<file path="src/rtl/gmac_tx_arbiter.sv">
// gmac_tx_arbiter: round-robin sharing of the single GMAC transmit channel
// between N_REQ byte-stream requesters. Each frame runs through
// request -> GMAC confirm -> grant/stream -> inter-frame gap.
//
// Handshake: a requester raises req_i[k] and holds it until grant_o[k] rises.
// While grant_o[k] is high the requester may present bytes with val_i[k];
// every byte with val_i[k]=1 is taken in the cycle it is presented (there is
// no back-pressure), and appears on gmac_* exactly one cycle later. grant_o[k]
// falls the cycle after the eof byte (or the MAX_LEN-th byte) was taken.
module gmac_tx_arbiter #(
  parameter int N_REQ    = 2,
  parameter int CONF_TMO = 1023,
  parameter int MAX_LEN  = 1500,
  parameter int GAP_CYC  = 12
) (
  input  logic               clk125,
  input  logic               rst_n,
  input  logic [N_REQ-1:0]   req_i,
  input  logic [N_REQ-1:0]   val_i,
  input  logic [N_REQ-1:0]   sof_i,
  input  logic [N_REQ-1:0]   eof_i,
  input  logic [8*N_REQ-1:0] data_i,
  output logic [N_REQ-1:0]   grant_o,
  output logic               gmac_req,
  input  logic               gmac_req_confirm,
  output logic               gmac_val,
  output logic               gmac_sof,
  output logic               gmac_eof,
  output logic [7:0]         gmac_data,
  output logic               busy,
  output logic [15:0]        tmo_cnt,
  output logic [15:0]        trunc_cnt,
  output logic [1:0]         o_dbg_state
);

  localparam int IW = (N_REQ > 1) ? $clog2(N_REQ) : 1;
  localparam logic [15:0] LP_TMO_LAST = 16'(CONF_TMO - 1);
  localparam logic [15:0] LP_LEN_LAST = 16'(MAX_LEN - 1);
  localparam logic [15:0] LP_GAP_LAST = 16'(GAP_CYC - 1);

  typedef enum logic [1:0] {S_IDLE = 2'd0, S_REQ = 2'd1, S_XFER = 2'd2, S_GAP = 2'd3} state_t;

  state_t           r_state;
  logic [IW-1:0]    r_rr;
  logic [IW-1:0]    r_win;
  logic [15:0]      r_cnt;
  logic [15:0]      r_bytes;
  logic             r_in_frame;
  logic [N_REQ-1:0] r_grant;
  logic             r_gmac_req;
  logic             r_val;
  logic             r_sof;
  logic             r_eof;
  logic [7:0]       r_data;
  logic [15:0]      r_tmo;
  logic [15:0]      r_trunc;

  logic [IW-1:0]    w_next_win;
  logic [IW-1:0]    w_rr_next;
  logic [N_REQ-1:0] w_win_oh;
  logic             w_val;
  logic             w_sof;
  logic             w_eof;
  logic [7:0]       w_data;
  logic             w_accept;
  logic             w_len_last;

  // Winner search: first requesting index at or after the rr pointer, wrapping.
  // Walking offsets from high to low lets the smallest offset win.
  always_comb begin
    w_next_win = r_rr;
    for (int i = N_REQ - 1; i >= 0; i--) begin
      if (req_i[(int'(r_rr) + i) % N_REQ]) w_next_win = IW'((int'(r_rr) + i) % N_REQ);
    end
  end

  assign w_rr_next  = (int'(r_win) == N_REQ - 1) ? '0 : r_win + IW'(1);
  assign w_win_oh   = {{(N_REQ-1){1'b0}}, 1'b1} << r_win;
  assign w_val      = val_i[r_win];
  assign w_sof      = sof_i[r_win];
  assign w_eof      = eof_i[r_win];
  assign w_data     = data_i[{r_win, 3'b000} +: 8];
  // Bytes ahead of the first sof are not part of a frame and are dropped.
  assign w_accept   = (r_state == S_XFER) && w_val && (r_in_frame || w_sof);
  assign w_len_last = (r_bytes == LP_LEN_LAST);

  // Frame sequencer with registered GMAC-side and requester-side outputs.
  always_ff @(posedge clk125) begin
    if (!rst_n) begin
      r_state    <= S_IDLE;
      r_rr       <= '0;
      r_win      <= '0;
      r_cnt      <= '0;
      r_bytes    <= '0;
      r_in_frame <= 1'b0;
      r_grant    <= '0;
      r_gmac_req <= 1'b0;
      r_val      <= 1'b0;
      r_sof      <= 1'b0;
      r_eof      <= 1'b0;
      r_data     <= '0;
      r_tmo      <= '0;
      r_trunc    <= '0;
    end else begin
      r_val  <= 1'b0;
      r_sof  <= 1'b0;
      r_eof  <= 1'b0;
      r_data <= '0;
      case (r_state)
        S_IDLE: begin
          if (|req_i) begin
            r_win      <= w_next_win;
            r_gmac_req <= 1'b1;
            r_cnt      <= '0;
            r_state    <= S_REQ;
          end
        end
        S_REQ: begin
          if (gmac_req_confirm) begin
            r_gmac_req <= 1'b0;
            r_grant    <= w_win_oh;
            r_bytes    <= '0;
            r_in_frame <= 1'b0;
            r_state    <= S_XFER;
          end else if (!req_i[r_win]) begin
            r_gmac_req <= 1'b0;
            r_state    <= S_IDLE;
          end else if (r_cnt == LP_TMO_LAST) begin
            r_gmac_req <= 1'b0;
            r_cnt      <= '0;
            if (r_tmo != 16'hFFFF) r_tmo <= r_tmo + 16'd1;
            r_state    <= S_GAP;
          end else begin
            r_cnt <= r_cnt + 16'd1;
          end
        end
        S_XFER: begin
          if (w_accept) begin
            r_val      <= 1'b1;
            r_data     <= w_data;
            r_sof      <= w_sof && !r_in_frame;
            r_in_frame <= 1'b1;
            r_bytes    <= r_bytes + 16'd1;
            if (w_eof || w_len_last) begin
              r_eof   <= 1'b1;
              r_grant <= '0;
              r_cnt   <= '0;
              r_state <= S_GAP;
              if (!w_eof && r_trunc != 16'hFFFF) r_trunc <= r_trunc + 16'd1;
            end
          end
        end
        S_GAP: begin
          if (r_cnt == LP_GAP_LAST) begin
            r_rr    <= w_rr_next;
            r_state <= S_IDLE;
          end else begin
            r_cnt <= r_cnt + 16'd1;
          end
        end
        default: r_state <= S_IDLE;
      endcase
    end
  end

  assign grant_o     = r_grant;
  assign gmac_req    = r_gmac_req;
  assign gmac_val    = r_val;
  assign gmac_sof    = r_sof;
  assign gmac_eof    = r_eof;
  assign gmac_data   = r_data;
  assign busy        = (r_state != S_IDLE);
  assign tmo_cnt     = r_tmo;
  assign trunc_cnt   = r_trunc;
  assign o_dbg_state = r_state;

endmodule
</file>
<file path="config.mk">
export PLATFORM = sky130hd
export DESIGN_NAME = gmac_tx_arbiter
export DESIGN_NICKNAME = d
export VERILOG_FILES = /design/src/rtl/gmac_tx_arbiter.sv
export SDC_FILE = /design/constraint.sdc
export NUM_CORES = 1
export LEC_CHECK = 0
export ABC_AREA = 1
export CORE_AREA = 2 2 119 121
export DETAILED_ROUTE_END_ITERATION = 16
export DIE_AREA = 0 0 121 123
export SYNTH_ARGS = -nofsm -noshare
export SYNTH_HDL_FRONTEND = slang
export SYNTH_SLANG_ARGS = --single-unit
</file>
<file path="constraint.sdc">
create_clock -name clk125 -period 1.58 [get_ports clk125]
set_input_delay 0.237 -clock clk125 [delete_from_list [all_inputs] [get_ports clk125]]
set_output_delay 0.237 -clock clk125 [all_outputs]
set_load 0.01 [all_outputs]
</file>
# After elaboration in Yosys (flattened, before gate mapping)
# Cells that the tools add are included.
word_totals:
  mem_bits_ro: 0
  in_bits: 27
  register_bits: 83
  n_memories: 0
  ramBits: 0
  out_inout_bits: 49
  wordCells: 117
  latch_bits: 0
op_classes:
  n_div: 0
  n_addsub: 6
  magnitude_cmp: 3
  reduce_logical: 24
  n_mux: 49
  eq_ne: 17
  n_bitwise: 2
  n_mul: 0
  shifts: 2
op_table:
  columns: ["operator", "count"]
  rows:
  - ["$mux 16", 9]
  - ["$add 16x1->16 const B", 4]
  - ["$pmux 16 s4", 1]
  - ["$ne 16x16->1 const B", 2]
  - ["$pmux 16 s2", 1]
  - ["$mux 1", 24]
  - ["$mux 2", 10]
  - ["$eq 16x10->1 const B", 1]
  - ["$eq 16x11->1 const B", 1]
  - ["$eq 16x4->1 const B", 1]
  - ["$shiftx 16x5->8", 1]
  - ["$ne 2x2->1 const B", 7]
  - ["$reduce_and 5->1", 2]
  - ["$reduce_and 3->1", 3]
  - ["$pmux 2 s4", 1]
  - ["$reduce_and 4->1", 2]
  - ["$reduce_and 2->1", 3]
  - ["$reduce_and 6->1", 1]
  - ["$reduce_bool 2->1", 3]
  - ["$eq 2x2->1 const B", 2]
  - ["$logic_and 1x1->1", 4]
  - ["$lt 1x2->1 const B", 2]
  - ["$ne 4x4->1 const B", 1]
  - ["$pmux 1 s2", 2]
  - ["12 further kinds", 15]

# Depth between registers and ports, before layout
# Gate-level depths: netlist of the first run.
depth:
  word_depth: 7
  depth_mapped: 13
  depth_no_buf: 13

# Worst setup path after synthesis of the first run
# Ideal clock, no wire load.
synth_path:
  kind: "register to register"
  startpoint: "reg r_trunc[0], in the netlist trunc_cnt[0]"
  endpoint: "reg r_trunc[12], in the netlist trunc_cnt[12]"
  path_buffers: 1
  synth_period_minus_slack_ns: 1.728
  stages_incl_launch_ff: 12
  required_time_ns: 1.448
  setup_slack_ns: -0.148
  t_arrival_ns: 1.595
  setup_ns: 0.132
  cell_sequence: "dfxtp_1 > ha_1 > nand2_1 > nor2_1 > inv_1 > nor2_1 > a21boi_2 > nand3_2 > inv_2 > buf_4 > nand2_1 > a21oi_1"
synth_via:
  elab_chain_cells: 3
  elab_cells_between_ends: 4
  cone_classes: "1 x add/sub; 1 x eq/ne; 2 x reduce/logical"
synth_rtl:
  columns: ["element", "line_no", "source"]
  rows:
  - ["start, declared", "56", "logic [15:0] r_trunc;"]
  - ["start signal, assigned", "149", "if (!w_eof && r_trunc != 16'hFFFF) r_trunc <= r_trunc + 16'd1;"]
  - ["branches (longest 3 deep; another with $add 16x1->16)", null, null]
# Several ways; the timed one is not identified.
# A chain may end at the register's enable or synchronous reset.

# Final worst setup path of the first run
layout_path:
  startpoint: "reg r_cnt[0]"
  endpoint: "reg r_cnt[9]"
layout_via:
  elab_chain_cells: 5
  elab_cells_between_ends: 10
  cone_classes: "1 x add/sub; 3 x eq/ne; 5 x mux; 1 x reduce/logical"
layout_rtl:
  columns: ["element", "line_no", "source"]
  rows:
  - ["start, declared", "46", "logic [15:0] r_cnt;"]
  - ["start signal, assigned", "134", "r_cnt <= r_cnt + 16'd1;"]
  - ["start signal, assigned", "158", "r_cnt <= r_cnt + 16'd1;"]
  - ["$add 16x1->16 / $eq 16x10->1 (equally long branches)", "134, 158, 128", null]
  - ["$mux 16", "128", "end else if (r_cnt == LP_TMO_LAST) begin"]
  - ["$mux 16", "125", "end else if (!req_i[r_win]) begin"]
  - ["$mux 16", "119", "if (gmac_req_confirm) begin"]
  - ["$pmux 16 s4", "109", "case (r_state)"]
# Several ways; a longest one is shown, not always the timed one. The select of a mux whose other input is x is not followed.

==> results of run 1 <==
==> layer usage <==
layer	track usage (%)	share of wire, %	up-vias
met2	29.5	45	137
met3	5.81	6.5	17
met1	25.3	47	2472
met5	0	0	-
met4	5.74	1.2	0
li1	-	-	2808
==> through the flow <==
stage | total power [mW] | utilization, % | hold slack (ps)
3_5_place_dp | 3.67 | 48.2 | 419
6_report | 6.10 | 54.5 | 420
3_3_place_gp | 3.67 | 48.2 | 411
2_1_floorplan | 2.93 | - | 382
4_1_cts | 5.91 | 51.6 | 423
5_1_grt | 6.39 | 54.5 | 438
==> state kept, by name, summed over array words and instances (netlist names), 2 cells and up, named ones only <==
signal / flops
r_bytes: 16
r_cnt: 16
grant_o: 2
gmac_data: 8
trunc_cnt: 16
tmo_cnt: 16
==> cell families after synthesis <==
group	count (synthesis)	share of synthesized area [%]
xor gates and xnor gates	27	5.04
buffers and inverters	95	8.16
AOI/OAI and AO/OA	106	12.0
adders and majority gates	5	1.33
DFF	83	35.4
and+or+nand+nor	421	38.0
==> layout make-up <==
cell class / instances / area [sq um]
clock inverter: 7 / 75.1
multi-input combinational: 559 / 3030
tap: 180 / 225
clock buffer: 9 / 225
sequential: 83 / 1690
timing repair buffer: 214 / 1870
inverter: 75 / 298
fill: 1330 / 6190
==> layout by cell type (no fill, tap or decap), types with 3 or more instances in the layout <==
cell,Yosys,routed
buf_4,1,129
nor2_1,84,65
a21oi_1,72,65
a21oi_2,1,8
o21ai_0,23,16
clkbuf_16,0,10
dfxtp_1,83,61
o21ai_1,2,7
ha_4,0,4
nand2_1,226,202
xor2_1,23,23
dfxtp_2,0,20
nor2_4,1,7
dlymetal6s2s_1,0,10
inv_1,70,60
clkinv_2,0,3
inv_2,2,9
nor3_2,1,5
nor2_2,1,14
xnor2_1,4,3
clkdlybuf4s50_1,0,44
buf_12,0,3
buf_6,2,6
nand3_2,1,13
dlygate4sd2_1,0,20
nand4_1,23,23
nand2_2,2,23
nand3_1,59,46
nand2_4,0,3
nor3_1,14,9
==> power groups by stage <==
stage / logic [mW] / registers, mW / clock network [mW]
final: 1.69 / 2.24 / 2.17
after global routing: 1.83 / 2.25 / 2.31
after CTS: 1.46 / 2.23 / 2.22
after detailed placement: 1.41 / 2.26 / 0
after global placement: 1.41 / 2.26 / 0
after floorplan: 0.640 / 2.29 / 0
==> worst paths after layout <==
path	startpoint	end	slack, ps	depth (start not counted)
worst max-delay path	r_cnt[0]	r_cnt[9]	-70	10
worst min-delay path	r_in_frame	gmac_sof	420	1
worst max register to register	r_cnt[0]	r_cnt[9]	-70	10
worst min register to register	r_in_frame	gmac_sof	420	1
==> repair_timing <==
| action | 4_1_cts | 5_1_grt |
|---|---|---|
| setup endpoints to repair | 91 | 86 |
| buffers inserted | 6 | 7 |
| cloned | 0 | 1 |
| pin swaps | 11 | 34 |
| resized for setup | 68 | 104 |
==> results, run 1 <==
- The height of the chip is 123 microns.
- The placed wire-length estimate is 9960 microns.
- TritonCTS built the clock tree.
- The post-detailed-route count of antenna-violating nets is 0.
- The number of iterations in the first detailed-routing pass is 5.
- The slew at the pin closest to its max-slew limit is 302 ps.
- The final weighted congestion of routability-driven global placement is 0.901.
- The peak clock frequency supported by timing is 0.606 GHz.
- The min-delay analysis places its worst path in the category reg -> reg.
- The total wire length after detailed routing is 14200 microns.
- In this run the mean area of a mapped cell was 6.36 sq um.
- The largest single stage delay on the critical path is 330 ps.
- The overflow left after global routing is 0.
- The share of synthesized area occupied by flip-flops and latches is 35.4%.
- The die covers 14900 sq um.
- Of the post-synthesis cell area, the dominant cell type holds 35.4%.
- When the netlist entered floorplanning its net count stood at 769.
- Once layout is complete, the cells apart from fillers number 1127.
- The number of unique standard cell types used by synthesis is 38.
- The region available for standard cell placement spans 13600 sq um.
- The residual DRC count is 0.
- The mean routed wirelength per cell is 12.6 microns.
- The maximum number of pins on one net before global-route repair is 51.
- The final worst slack is -69.4 ps.
- OpenSTA, run right after detailed placement, puts the worst setup slack at -421 ps.
- The run finished, with violations left.
- The number of synthesized register bits is 83.
- Compared with the post-synthesis result, the final layout area differs by 58.1%.
- Across all layers, the routed design uses 5434 vias.
- The commonest cells after synthesis are nand2_1 (226), nor2_1 (84), dfxtp_1 (83), a21oi_1 (72), inv_1 (70).
- The async set-or-reset flop fraction in the synthesized netlist is 0%.
- In this run the count of I/O pins placed on the die edge is 76.
- The most common cell in the synthesized netlist is nand2_1.
- The share of post-route cells with drive strength above 1 is 29.4%.
- The H-tree depth is 3.
- Net switching is 31.3% of the power.
- The CTS root buffer is clkbuf_16.
- The clock network fraction of total power is 35.5%.
- In this run the core area contains 43 standard-cell rows.
- The final reports fail on setup timing.
- Setup repair after global routing could not meet its margin everywhere.
- The net switching power is 1.91 mW.
- Data on the critical path arrives at its endpoint at 1930 ps.
- The post-placement cell count is 1097.
- The wire length of the first global-routing pass is 22800 microns.
- The final design instance area without fill is 7420 sq um.
- The initial antenna violation count is 0.
- The initial cell density of the core is 34.5%.
- The top fanout value on the critical path is 8.
- By startpoint and endpoint, the worst setup path is classified as reg -> reg.
- In the post-synthesis netlist, the biggest area contributors are dfxtp_1 (35%), nand2_1 (18%), a21oi_1 (7.7%).
- The headroom to the max-slew limit is 79.8%.
- The analysis attributes to cell leakage a power of 3.24 nW.
- The routed design could run at a clock period as short as 1650 ps.
- Per report_power, the combinational group accounts for 27.7% of the total.
- The detailed router finished its first iteration with 320 violations.
- The internal power is 4.19 mW.
- Counting both buffers and inverters, the worst setup path holds a total of 3.
- The total inserted antenna cells is 0.
- The CTS clock-pin slew for the worst setup and hold paths is 70 ps.
- The highest ir drop seen on vdd is 0.563 mV.
- The most numerous cell type found on the critical path is nand2_1.
- For this run, the total global-route usage over all layers was measured as 19.0%.
- The latest clock arrival within the worst-skew pair is 350 ps.
- After technology mapping, the gate count stands at 737.
- The worst setup path is captured at a flop.
- Traced cell by cell, the critical path runs through buf_4, ha_4, nand2_1, nor2_1, nand3_2, nand4_1, buf_6, clkbuf_16, nand2_1, a21oi_1.
- The share of total power dissipated in sequential elements is 36.7%.
- The total power divided by cell area is 823 nW/um^2.
- The number of setup violations in the final report is 16.
- The total clock buffers created by CTS is 9.
- Hold repair after CTS inserted 0 buffers.
- The final net count is 974.
- The clock drives 83 sinks.
- On the final layout, the worst clock skew is 12.5 ps.
- After routing, the total negative slack on setup checks comes to -661 ps.
- The worst setup path is launched from a flop.
- The count of pins over their slew limit is 0.
- The final hold violation count was 0.
- Using the TritonRoute via totals, the vias-per-cell ratio works out to 4.82.
- The required time at the worst-slack endpoint is 1860 ps.
- The total number of yosys warnings is 0.
- The number of global-route vias before repair is 4912.
- Across the run, the number of max-cap violations was 0.
- The portion of the clock cycle consumed by the worst path in the final layout is 104%.
- In this run the horizontal extent of the chip is 121 microns.
- The standard cell with the maximum stage delay on the critical path is dfxtp_2.
- Summing all placed instances gives a cell area of 6560 sq um.
- The dominant cell type by area after synthesis is dfxtp_1.
- The mapped netlist covers 4690 sq um.
- The number of buffers on the longest clock path is 2.
- The number of enable-type register cells in the synthesized netlist is 0.
- Buffers placed on the I/O ports in this run total 75.
- The most frequently used flop master after synthesis is dfxtp_1.
- On the critical path the largest part of the delay comes from simple AND/OR/NAND/NOR gates.
No activity file was read; power rests on OpenSTA's default activity.
==> inputs of run 2 (changes only) <==
==> constraint.sdc (replaced) <==
create_clock -name clk125 -period 1.58 [get_ports clk125]
set_input_delay 0.316 -clock clk125 [delete_from_list [all_inputs] [get_ports clk125]]
set_output_delay 0.316 -clock clk125 [all_outputs]
set_load 0.01 [all_outputs]
==> run 2 against run 1 <==
- the flow still finishes with violations (setup timing)
- final cell count is 0.53% lower
- clock power is 3% lower
- clock skew is 7.2 ps lower
- highest routed layer unchanged
- routed wire length is 0.14% higher
- register-to-register slack better by 30 ps
- flip-flop and latch count stayed put
- largest power group unchanged
- critical path depth is 1 higher
- clock-buffer cell count is 2 higher
- sequential share of layout area is 0.096 points lower
==> results, run 2 (synthesized netlist as in run 1, its figures left out) <==
- The final hold violation count is 0.
- The overflow left after global routing is 0.
- Net switching is 30.9% of the power.
- The number of global-route vias before repair came to 4760.
- The kind of start point of the critical path is a flop.
- Entering global routing, the biggest net connects 51 pins.
- The die width is 121 microns.
- The total power of the final layout is 6.15 mW.
- The count of pins over their slew limit came to 0.
- The first global-routing pass estimated 22600 microns of wire.
- The number of rows created at floorplan is 43.
- The number of input and output port buffers inserted is 75.
- The CTS root buffer is clkbuf_16.
- In the routed design, unresolved DRC markers number 0.
- The number of buffers on the longest clock path is 2.
- Routability-driven placement finished with a final weighted congestion of 0.873.
- The analysis attributes to cell leakage a power of 3.25 nW.
- The internal power is 4.25 mW.
- The repair_antennas step left the layout with diodes totalling 0.
- For the worst setup path, the data arrival time is 1840 ps.
- The height of the chip is 123 microns.
- For the final routed database, the setup TNS stands at -321 ps.
- The final critical-path required period is 1620 ps.
- The power share of the combinational group is 29.3%.
- The latest clock arrival within the worst-skew pair is 350 ps.
- The number of max-cap violations is 0.
- The flow ran to the end, but the final reports show violations.
- In the post-route analysis, the smallest setup slack over all paths is -37.3 ps.
- Data on the critical path is required at its endpoint by 1810 ps.
- The I/O pin total is 76.
- The tree built by TritonCTS fans out to 83 sinks.
- The share of post-route cells with drive strength above 1 is 30.8%.
- The H-tree depth is 3.
- After clock tree synthesis, the clock-pin slew on the worst setup and hold paths is 60 ps.
- The commonest non-fill, non-tap cell in the layout is nand2_1.
- Detailed routing inserted a total of 5342 vias.
- Setup repair after global routing could not meet its margin everywhere.
- After the last flow step, the layout net total stands at 969.
- Across every metal layer, demand over resource in global routing totals 19.0%.
- The initial antenna violation count came to 0.
- The pre-antenna-repair detailed-routing pass consisted of 6 iterations.
- The number of filler instances in the final layout is 1308.
- Summed over all nets, the switching power comes to 1.90 mW.
- By startpoint and endpoint, the worst setup path is classified as reg -> reg.
- The top fanout value on the critical path is 8.
- STA classifies the critical path endpoint as a flop.
- The region available for standard cell placement spans 13600 sq um.
- Clock tree synthesis inserted a total of 9 buffers.
- In the layout the commonest cells are nand2_1 (185), buf_4 (118), a21oi_1 (67), inv_1 (62), nor2_1 (60).
- The tightest min-delay check is of the in -> reg type.
- The placed wire-length estimate is 9920 microns.
- The die covers 14900 sq um.
- The mean routed wirelength per cell is 12.7 microns.
- The total wire length after detailed routing is 14300 microns.
- The final reports fail on setup timing.
- TritonCTS built the clock tree.
- The hold slack is 412 ps.
- The setup skew after layout is 5.28 ps.
- The headroom to the max-slew limit is 78.8%.
- The highest ir drop seen on vdd is 0.623 mV.
- Sequential cells account for 36.6% of the total power.
- The clock network burns 34.0% of the power.
- The layout overhead on the synthesized area is 59.4%.
- The post-detailed-route count of antenna-violating nets is 0.
- For this design the ratio of total power to cell area is 823 nW/um^2.
- The peak clock frequency supported by timing is 0.618 GHz.
- After detailed routing, the number of vias per cell comes to 4.77.
- The slew at the pin closest to its max-slew limit is 316 ps.
- The worst path uses 102% of the clock period.
- Setup violations remaining at the end of the flow were counted as 16.
- The number of DRC violations after detailed-routing iteration 0 is 311.
- The initial utilization of the core area, before any placement, comes to 34.5%.
run 2: power groups by stage:
stage | registers [mW] | clock network (mW) | logic [mW]
after detailed placement | 2.26 | 0 | 1.39
after CTS | 2.22 | 2.16 | 1.40
after global routing | 2.26 | 2.24 | 1.95
final | 2.26 | 2.10 | 1.80
after floorplan | 2.29 | 0 | 0.640
after global placement | 2.26 | 0 | 1.40
run 2: layout make-up:
| type | instances | area [sq um] | share of cell area [%] |
|---|---|---|---|
| clock buffers | 11 | 233 | 3.11 |
| clock inverters | 4 | 51.3 | 0.686 |
| inverters | 75 | 308 | 4.12 |
| multi-input cells | 559 | 3110 | 41.6 |
| flip-flops and latches | 83 | 1700 | 22.7 |
| well taps | 180 | 225 | 3.01 |
| repair buffers | 209 | 1850 | 24.7 |
run 2: worst paths after layout:
kind,cells after the start,end,slack [ps],start
setup / recovery,11,r_cnt[4],-40,r_win
hold / removal,4,r_win,410,req_i[1]
setup reg to reg,11,r_cnt[4],-40,r_win
hold reg to reg,1,gmac_sof,430,r_in_frame
run 2: what timing repair did:
| item | in CTS | in global routing |
|---|---|---|
| gates resized for setup | 84 | 134 |
| cloned | 0 | 2 |
| hold buffers | 0 | 0 |
| endpoints found under the setup margin | 95 | 79 |
| buffers inserted | 4 | 9 |
| pin swaps | 11 | 47 |
run 2: per-layer routing:
metal	GRT usage (%)	part of all wire [%]
met1	25.7	48
met2	29.1	45
met3	6.04	6.0
met4	5.09	1.2
met5	0	0
run 2: stage by stage:
stage	utilization (%)	std cells	setup WS [ps]	area (sq um)
2_1_floorplan	-	737	7.00	4710
3_3_place_gp	47.9	1091	-427	6520
3_5_place_dp	47.9	1091	-482	6520
4_1_cts	50.8	1110	-33.6	6920
5_1_grt	54.9	1121	-104	7480
6_report	54.9	1121	-37.3	7480
run 2: critical path, cell delays in order, from the launching register on:
cell       delay (ps)
dfxtp_4           380
inv_6              80
nand2_2            50
a21oi_2           190
nand2_4            90
nand2_4            70
buf_6              80
nand4_1           110
buf_6             160
clkbuf_16         160
nand2_1            60
a21oi_1            60
